<file path="src/rtl/op_bram_rd_pkg.sv">
// Shared types and helpers for the output-BRAM read-out sequencer.
// Holds the FSM state type, the lane width and a constant-width helper.
package op_bram_rd_pkg;

  typedef enum logic [1:0] {
    IDLE,
    ISSUE,
    DRAIN
  } state_t;

  localparam int LANE_W    = 16;
  localparam int DRAINED_W = 16;

  function automatic int clog2(input int v);
    int r;
    r = 0;
    while ((1 << r) < v) r++;
    return r;
  endfunction

endpackage

</file>
<file path="src/rtl/op_bram_skid_fifo.sv">
// First-word-fall-through register FIFO that absorbs BRAM read latency.
// The head entry is always visible on dout while the FIFO is not empty.
module op_bram_skid_fifo
  import op_bram_rd_pkg::*;
#(
  parameter int WIDTH = 8,
  parameter int DEPTH = 8,
  localparam int CNT_W = clog2(DEPTH + 1),
  localparam int PTR_W = (DEPTH > 1) ? clog2(DEPTH) : 1
) (
  input  logic             clk,
  input  logic             rst,
  input  logic             wr_en,
  input  logic [WIDTH-1:0] din,
  input  logic             rd_en,
  output logic [WIDTH-1:0] dout,
  output logic [CNT_W-1:0] count,
  output logic             empty
);

  localparam logic [PTR_W-1:0] LAST = PTR_W'(DEPTH - 1);

  logic [WIDTH-1:0] mem [DEPTH];
  logic [PTR_W-1:0] wp;
  logic [PTR_W-1:0] rp;
  logic             pop;

  assign empty = (count == '0);
  assign pop   = rd_en & ~empty;
  assign dout  = mem[rp];

  always_ff @(posedge clk) begin
    if (!rst) begin
      wp    <= '0;
      rp    <= '0;
      count <= '0;
    end else begin
      if (wr_en) wp <= (wp == LAST) ? '0 : wp + 1'b1;
      if (pop)   rp <= (rp == LAST) ? '0 : rp + 1'b1;
      case ({wr_en, pop})
        2'b10:   count <= count + 1'b1;
        2'b01:   count <= count - 1'b1;
        default: count <= count;
      endcase
    end
  end

  always_ff @(posedge clk) begin
    if (wr_en) mem[wp] <= din;
  end

endmodule

</file>
<file path="src/rtl/op_bram_rd_ctrl.sv">
// Walks port-B of the output BRAM bank per finished column and
// streams each row out on AXI4-Stream with TLAST and backpressure.
module op_bram_rd_ctrl
  import op_bram_rd_pkg::*;
#(
  parameter int ADDR_WIDTH = 11,
  parameter int NUM_LANES  = 32,
  parameter int DATA_WIDTH = 512,
  parameter int RD_LATENCY = 3,
  parameter int SKID_DEPTH = 8
) (
  input  logic                  clk,
  input  logic                  rst,
  input  logic                  col_done,
  input  logic [ADDR_WIDTH:0]   col_len,
  output logic [ADDR_WIDTH-1:0] bram_addrb,
  output logic [NUM_LANES-1:0]  bram_enb,
  input  logic [DATA_WIDTH-1:0] bram_doutb,
  output logic [DATA_WIDTH-1:0] m_axis_tdata,
  output logic                  m_axis_tvalid,
  input  logic                  m_axis_tready,
  output logic                  m_axis_tlast,
  output logic                  busy,
  output logic                  pending,
  output logic                  overrun,
  output logic [DRAINED_W-1:0]  cols_drained
);

  localparam int IF_W  = clog2(RD_LATENCY + 2);
  localparam int CNT_W = clog2(SKID_DEPTH + 1);
  localparam int SUM_W = ((IF_W > CNT_W) ? IF_W : CNT_W) + 1;
  localparam logic [ADDR_WIDTH:0] ONE = 1;

  if (SKID_DEPTH < RD_LATENCY + 2) begin : g_depth_chk
    $error("SKID_DEPTH must be at least RD_LATENCY+2");
  end
  if (DATA_WIDTH != NUM_LANES * LANE_W) begin : g_width_chk
    $error("DATA_WIDTH must equal NUM_LANES*16");
  end

  state_t                state;
  logic [ADDR_WIDTH:0]   rd_addr;
  logic [ADDR_WIDTH:0]   rd_len;
  logic [ADDR_WIDTH:0]   pend_len;
  logic [ADDR_WIDTH:0]   start_len;
  logic                  en_q;
  logic                  last_q;
  logic [RD_LATENCY-1:0] vpipe;
  logic [RD_LATENCY-1:0] lpipe;
  logic [IF_W-1:0]       inflight;
  logic [CNT_W-1:0]      fifo_count;
  logic                  fifo_empty;
  logic [DATA_WIDTH:0]   fifo_dout;
  logic                  issue_ok;
  logic                  drain_done;
  logic                  req;
  logic                  take_pend;
  logic                  start;
  logic                  pop;
  logic                  issue_end;

  // enb stage plus every pipe stage holds a read not yet in the FIFO
  always_comb begin
    inflight = IF_W'(en_q);
    for (int i = 0; i < RD_LATENCY; i++) begin
      inflight = inflight + IF_W'(vpipe[i]);
    end
  end

  assign issue_ok = (SUM_W'(inflight) + SUM_W'(fifo_count))
                    < SUM_W'(SKID_DEPTH);
  assign drain_done = (state == DRAIN) && (inflight == '0)
                      && fifo_empty;
  assign req       = col_done && (col_len != '0);
  assign take_pend = pending && ((state == IDLE) || drain_done);
  assign start     = take_pend || ((state == IDLE) && req);
  assign start_len = take_pend ? pend_len : col_len;
  assign issue_end = (rd_addr == rd_len - ONE);
  assign pop       = m_axis_tvalid & m_axis_tready;

  assign bram_enb      = {NUM_LANES{en_q}};
  assign busy          = (state != IDLE);
  assign m_axis_tvalid = ~fifo_empty;
  assign m_axis_tdata  = fifo_dout[DATA_WIDTH-1:0];
  assign m_axis_tlast  = fifo_dout[DATA_WIDTH] & ~fifo_empty;

  always_ff @(posedge clk) begin
    if (!rst) begin
      state        <= IDLE;
      rd_addr      <= '0;
      rd_len       <= '0;
      pend_len     <= '0;
      pending      <= 1'b0;
      overrun      <= 1'b0;
      cols_drained <= '0;
      en_q         <= 1'b0;
      last_q       <= 1'b0;
      bram_addrb   <= '0;
      vpipe        <= '0;
      lpipe        <= '0;
    end else begin
      en_q   <= 1'b0;
      last_q <= 1'b0;
      vpipe  <= (vpipe << 1) | RD_LATENCY'(en_q);
      lpipe  <= (lpipe << 1) | RD_LATENCY'(en_q & last_q);
      if (drain_done) cols_drained <= cols_drained + 1'b1;

      // a new column issues row 0 on the same edge it is accepted
      if (start) begin
        en_q       <= 1'b1;
        last_q     <= (start_len == ONE);
        bram_addrb <= '0;
        rd_addr    <= ONE;
        rd_len     <= start_len;
        state      <= (start_len == ONE) ? DRAIN : ISSUE;
      end else if (drain_done) begin
        state <= IDLE;
      end else if ((state == ISSUE) && issue_ok) begin
        en_q       <= 1'b1;
        last_q     <= issue_end;
        bram_addrb <= rd_addr[ADDR_WIDTH-1:0];
        rd_addr    <= rd_addr + ONE;
        if (issue_end) state <= DRAIN;
      end

      if (req && ((state != IDLE) || take_pend)) begin
        if (pending && !take_pend) begin
          overrun <= 1'b1;
        end else begin
          pending  <= 1'b1;
          pend_len <= col_len;
        end
      end else if (take_pend) begin
        pending <= 1'b0;
      end
    end
  end

  op_bram_skid_fifo #(
    .WIDTH(DATA_WIDTH + 1),
    .DEPTH(SKID_DEPTH)
  ) u_fifo (
    .clk  (clk),
    .rst  (rst),
    .wr_en(vpipe[RD_LATENCY-1]),
    .din  ({lpipe[RD_LATENCY-1], bram_doutb}),
    .rd_en(pop),
    .dout (fifo_dout),
    .count(fifo_count),
    .empty(fifo_empty)
  );

endmodule

</file>
<file path="config.mk">
export PLATFORM = sky130hd
export DESIGN_NAME = op_bram_rd_ctrl
export DESIGN_NICKNAME = d
export VERILOG_FILES = /design/src/rtl/op_bram_rd_pkg.sv /design/src/rtl/op_bram_skid_fifo.sv /design/src/rtl/op_bram_rd_ctrl.sv
export SDC_FILE = /design/constraint.sdc
export NUM_CORES = 2
export LEC_CHECK = 0
export ABC_AREA = 1
export BUFFER_PORTS_ARGS = -buffer_cell sky130_fd_sc_hd__buf_4
export CAP_MARGIN = 40
export CORE_MARGIN = 2
export CORE_UTILIZATION = 50
export CTS_BUF_LIST = sky130_fd_sc_hd__clkbuf_2 sky130_fd_sc_hd__clkbuf_4 sky130_fd_sc_hd__clkbuf_8
export DETAILED_ROUTE_END_ITERATION = 8
export GPL_TIMING_DRIVEN = 0
export PLACE_DENSITY = 0.68
export SLEW_MARGIN = 20
export SYNTH_ARGS = -nofsm -noshare
export SYNTH_HDL_FRONTEND = slang
export SYNTH_MEMORY_MAX_BITS = 65536
export SYNTH_SLANG_ARGS = --single-unit
</file>
<file path="constraint.sdc">
create_clock -name clk -period 39 [get_ports clk]
set_clock_uncertainty 0.05 [all_clocks]
set_input_delay 7.8 -clock clk [delete_from_list [all_inputs] [get_ports clk]]
set_output_delay 7.8 -clock clk [all_outputs]
set_load 0.005 [all_outputs]
</file>
==> summary.md <==
- **run status** complete, no violations
- **TritonCTS buffer count** 665
- **synth cell count leaders** 4104 x sky130_fd_sc_hd__edfxtp_1, 3663 x sky130_fd_sc_hd__nor2_1, 2099 x sky130_fd_sc_hd__o21ai_0, 516 x sky130_fd_sc_hd__a31oi_1, 513 x sky130_fd_sc_hd__o22ai_1
- **initial detailed-routing violation count** 13500
- **Worst Path Class, Setup** register to primary output
- **worst hold stages** 2
- **largest family of logic cells by synthesized area** compound AO/OA/AOI/OAI gates
- **number of H-tree levels** 6
- **Max Root-Sink Buffers** 4
- **FFs w/ async S/R, synth** 0%
- **share of cell area taken by muxes after synthesis** 0%
- **Data arrival, critical path** 5.27 ns
- **total placed cells including tap cells** 17900
- **Area contributors post-synth** sky130_fd_sc_hd__edfxtp_1 76%, sky130_fd_sc_hd__nor2_1 8.5%, sky130_fd_sc_hd__o21ai_0 6.5%
- **warnings from Yosys** 0
- **final critical-path required period** 13.12 ns
- **CTS-repair resized insts** 0
- **Fin. Hold Viols** 0
- **number of I/O port buffers** 1103
- **mean cell area of the mapped netlist** 13.2 um2
- **share of the synthesized area in the top cell type** 76.2%
- **worst min-delay path endpoint** lpipe[1]
- **share of the synthesized area in compound gates (AO/OA/AOI/OAI)** 10.7%
- **fraction of synthesized cell area in xor and xnor cells** 0.0813%
- **crit share post-route** 33.6%
- **buffers inserted by post-CTS timing repair** 0
- **clock sinks** 4192
- **leakage power summed over all cells** 66.4 nW
- **vias in the first global route** 103000
- **area of the die** 0.328 mm2
- **share of the yosys chip area belonging to registers** 77.3%
- **IR drop worst, VDD** 0.0542 mV
- **path category of the worst min-delay check** register to register
- **Cells after Synth** 12200
- **total routing resource utilization after global routing** 28.7%
- **Pre-antenna DRT Iters** 7
- **CTS Hold Bufs** 0
- **final layout net count** 14800
- **Worst EP required** 31.15 ns
- **Fmax** 76.2 MHz
- **wire length of the first global-routing pass** 688 mm
- **synth-to-layout area growth** 20.0%
- **slowest cell on the critical path** sky130_fd_sc_hd__buf_2
- **Synth Area in Adders** 0.133%
- **routed vias/inst** 5.70
- **cell at the root of the clock tree** sky130_fd_sc_hd__clkbuf_8
- **Post-Synthesis Net Count** 12800
- **HPWL after detailed placement** 334 mm
- **clock slew at the register clock pins of the worst setup and hold paths** 0.06 ns
- **setup tns final** 0 ns
- **fraction of layout cells with a size suffix above 1** 18.6%
- **most instantiated library cell after synthesis** sky130_fd_sc_hd__edfxtp_1
- **die height** 573 um
- **# rows** 208
- **overall routed net length** 488 mm
- **CP endpoint kind** primary output
- **number of enable-type register cells in the synthesized netlist** 4104
- **clock tree from TritonCTS** built
- **DRC violations left** 0
- **total overflow reported by the global router** 0
- **R2R cell count** 10
- **starting utilization of the core area** 50.3%
- **number of max-capacitance violations reported** 0
- **Wirelength per Cell** 25.5 um
- **biggest cell delay along the critical path** 0.67 ns
- **prevailing post-synth register cell** sky130_fd_sc_hd__edfxtp_1
- **clock latency on the worst-skew pair** 1.21 ns
- **Pwr per Cell Area** 71.6 mW/mm2
- **flop and latch count out of synthesis** 4192
- **FF-to-FF Start** u_fifo.wp[0]
- **CP Launch Type** register
- **simple-gate portion of the synthesized area** 9.14%
- **number of routed nets with antenna violations** 0
- **overall die width** 573 um
- **Cell variety after synth** 39
- **non-filler instance count after layout** 19100
- **Final Setup Violations** 0
- **Core Footprint** 0.321 mm2
- **cell seen most often among critical-path stages** sky130_fd_sc_hd__buf_2
- **I/O pin count** 1104
- **pin count of the biggest net entering global routing** 29
- **overall via count from detail_route** 109000
- **library cell occupying the most area in the post-synthesis netlist** sky130_fd_sc_hd__edfxtp_1
- **unrepaired setup endpoints after global routing** false
- **slew of the pin with the lowest slew margin** 0.850 ns
- **Syn Std Cell Area** 0.162 mm2
- **cells traversed along the worst timing path** buf_2, buf_16, inv_2, buf_2, buf_2, buf_1, nor2_1, o21ai_0, a31oi_1, buf_4
- **setup slack of the most critical reg-to-reg path** 35.51 ns
- **number of max-slew violations in the final report** 0
- **critical register-to-register path endpoint** u_fifo.mem[3][170]
- **start point of the worst min-delay path** lpipe[0]
- **highest fanout seen on the critical path** 11
- **relative max-transition margin** 43.3%
- **number of antenna violations at the first check in global routing** 112
- **Placer Congestion** 0.853
-- through the flow --
stage | total power [mW] | hold slack [ns] | setup slack [ns] | instance area (um2) | utilization (%)
detailed placement | 10.3 | 0.362 | 27.01 | 181000 | 56.3
global route | 14.5 | 0.379 | 25.66 | 194000 | 60.3
floorplan | 7.50 | 0.340 | 15.57 | 162000 | -
finish | 13.9 | 0.333 | 25.88 | 194000 | 60.3
CTS | 13.9 | 0.344 | 25.64 | 194000 | 60.3
global placement | 10.2 | 0.358 | -4.02 | 175000 | 54.5
-- final cells by class --
class | count | area [um2]
antenna | 83 | 208
buffer | 846 | 3930
clock buffer | 893 | 10900
clock inverter | 274 | 1980
fill | 24600 | 127000
inverter | 87 | 328
multi-input combinational | 7109 | 32500
sequential | 4192 | 125000
tap | 4305 | 5390
timing repair buffer | 1352 | 13800
-- worst max-delay path: cells and delay by family, from the launching register on --
kind                   cells  cell delay [ns]
AO/OA/AOI/OAI              2             0.40
buffers and inverters      7             3.15
flip-flops                 1             0.31
AND/OR/NAND/NOR            1             0.10
-- state kept, by name, summed over array words and instances (netlist names), named ones only --
register,flops
u_fifo.rp,3
u_fifo.count,4
cols_drained,16
vpipe,3
lpipe,3
pend_len,12
u_fifo.wp,3
state,2
last_q,1
overrun,1
u_fifo.mem,4104
en_q,1
rd_len,12
pending,1
bram_addrb,11
rd_addr,12
-- worst max-delay path by stage --
stage	start	to	slack [ns]	cells after the start
finish	register	m_axis_tdata[249]	25.88	10
CTS	register	m_axis_tdata[252]	25.64	10
global placement	vpipe[2]	u_fifo.mem[4][196]	-4.02	3
floorplan	vpipe[2]	u_fifo.mem[0][0]	15.57	3
global route	register	m_axis_tdata[247]	25.66	10
detailed placement	register	m_axis_tdata[252]	27.01	10
-- per-layer routing --
layer / vias up / global-route usage, % / part of all wire, %
met5: - / 0 / 0.094
met4: 72 / 13.9 / 4.9
met3: 947 / 7.46 / 11
met2: 5703 / 44.4 / 46
met1: 53300 / 37.9 / 38
li1: 49100 / - / -
-- layout by cell type, fill, tap and decap left out, types with 144 or more instances in the layout --
master / Yosys / final
sky130_fd_sc_hd__nor2_1: 3663 / 3655
sky130_fd_sc_hd__clkbuf_8: 0 / 670
sky130_fd_sc_hd__edfxtp_1: 4104 / 4104
sky130_fd_sc_hd__clkinv_1: 0 / 146
sky130_fd_sc_hd__buf_2: 190 / 190
sky130_fd_sc_hd__buf_4: 121 / 1224
sky130_fd_sc_hd__clkbuf_1: 509 / 485
sky130_fd_sc_hd__o21ai_0: 2099 / 2099
sky130_fd_sc_hd__a31oi_1: 516 / 515
sky130_fd_sc_hd__buf_12: 0 / 144
sky130_fd_sc_hd__clkbuf_4: 0 / 223
sky130_fd_sc_hd__o22ai_1: 513 / 513
-- kinds of logic after synthesis --
logic type,after synthesis
compound gates,3192
xor+xnor,15
fa+ha+maj,16
buf+inv,933
flops,4192
simple gates,3886
-- power by group --
part           switching, mW  total (mW)  leakage, nW  internal (mW)
combinational           3.47        5.21         22.0           1.74
sequential            0.0171        5.00         37.6           4.98
clock                   1.77        3.69         6.82           1.92
Power figures use the tool's default switching activity.
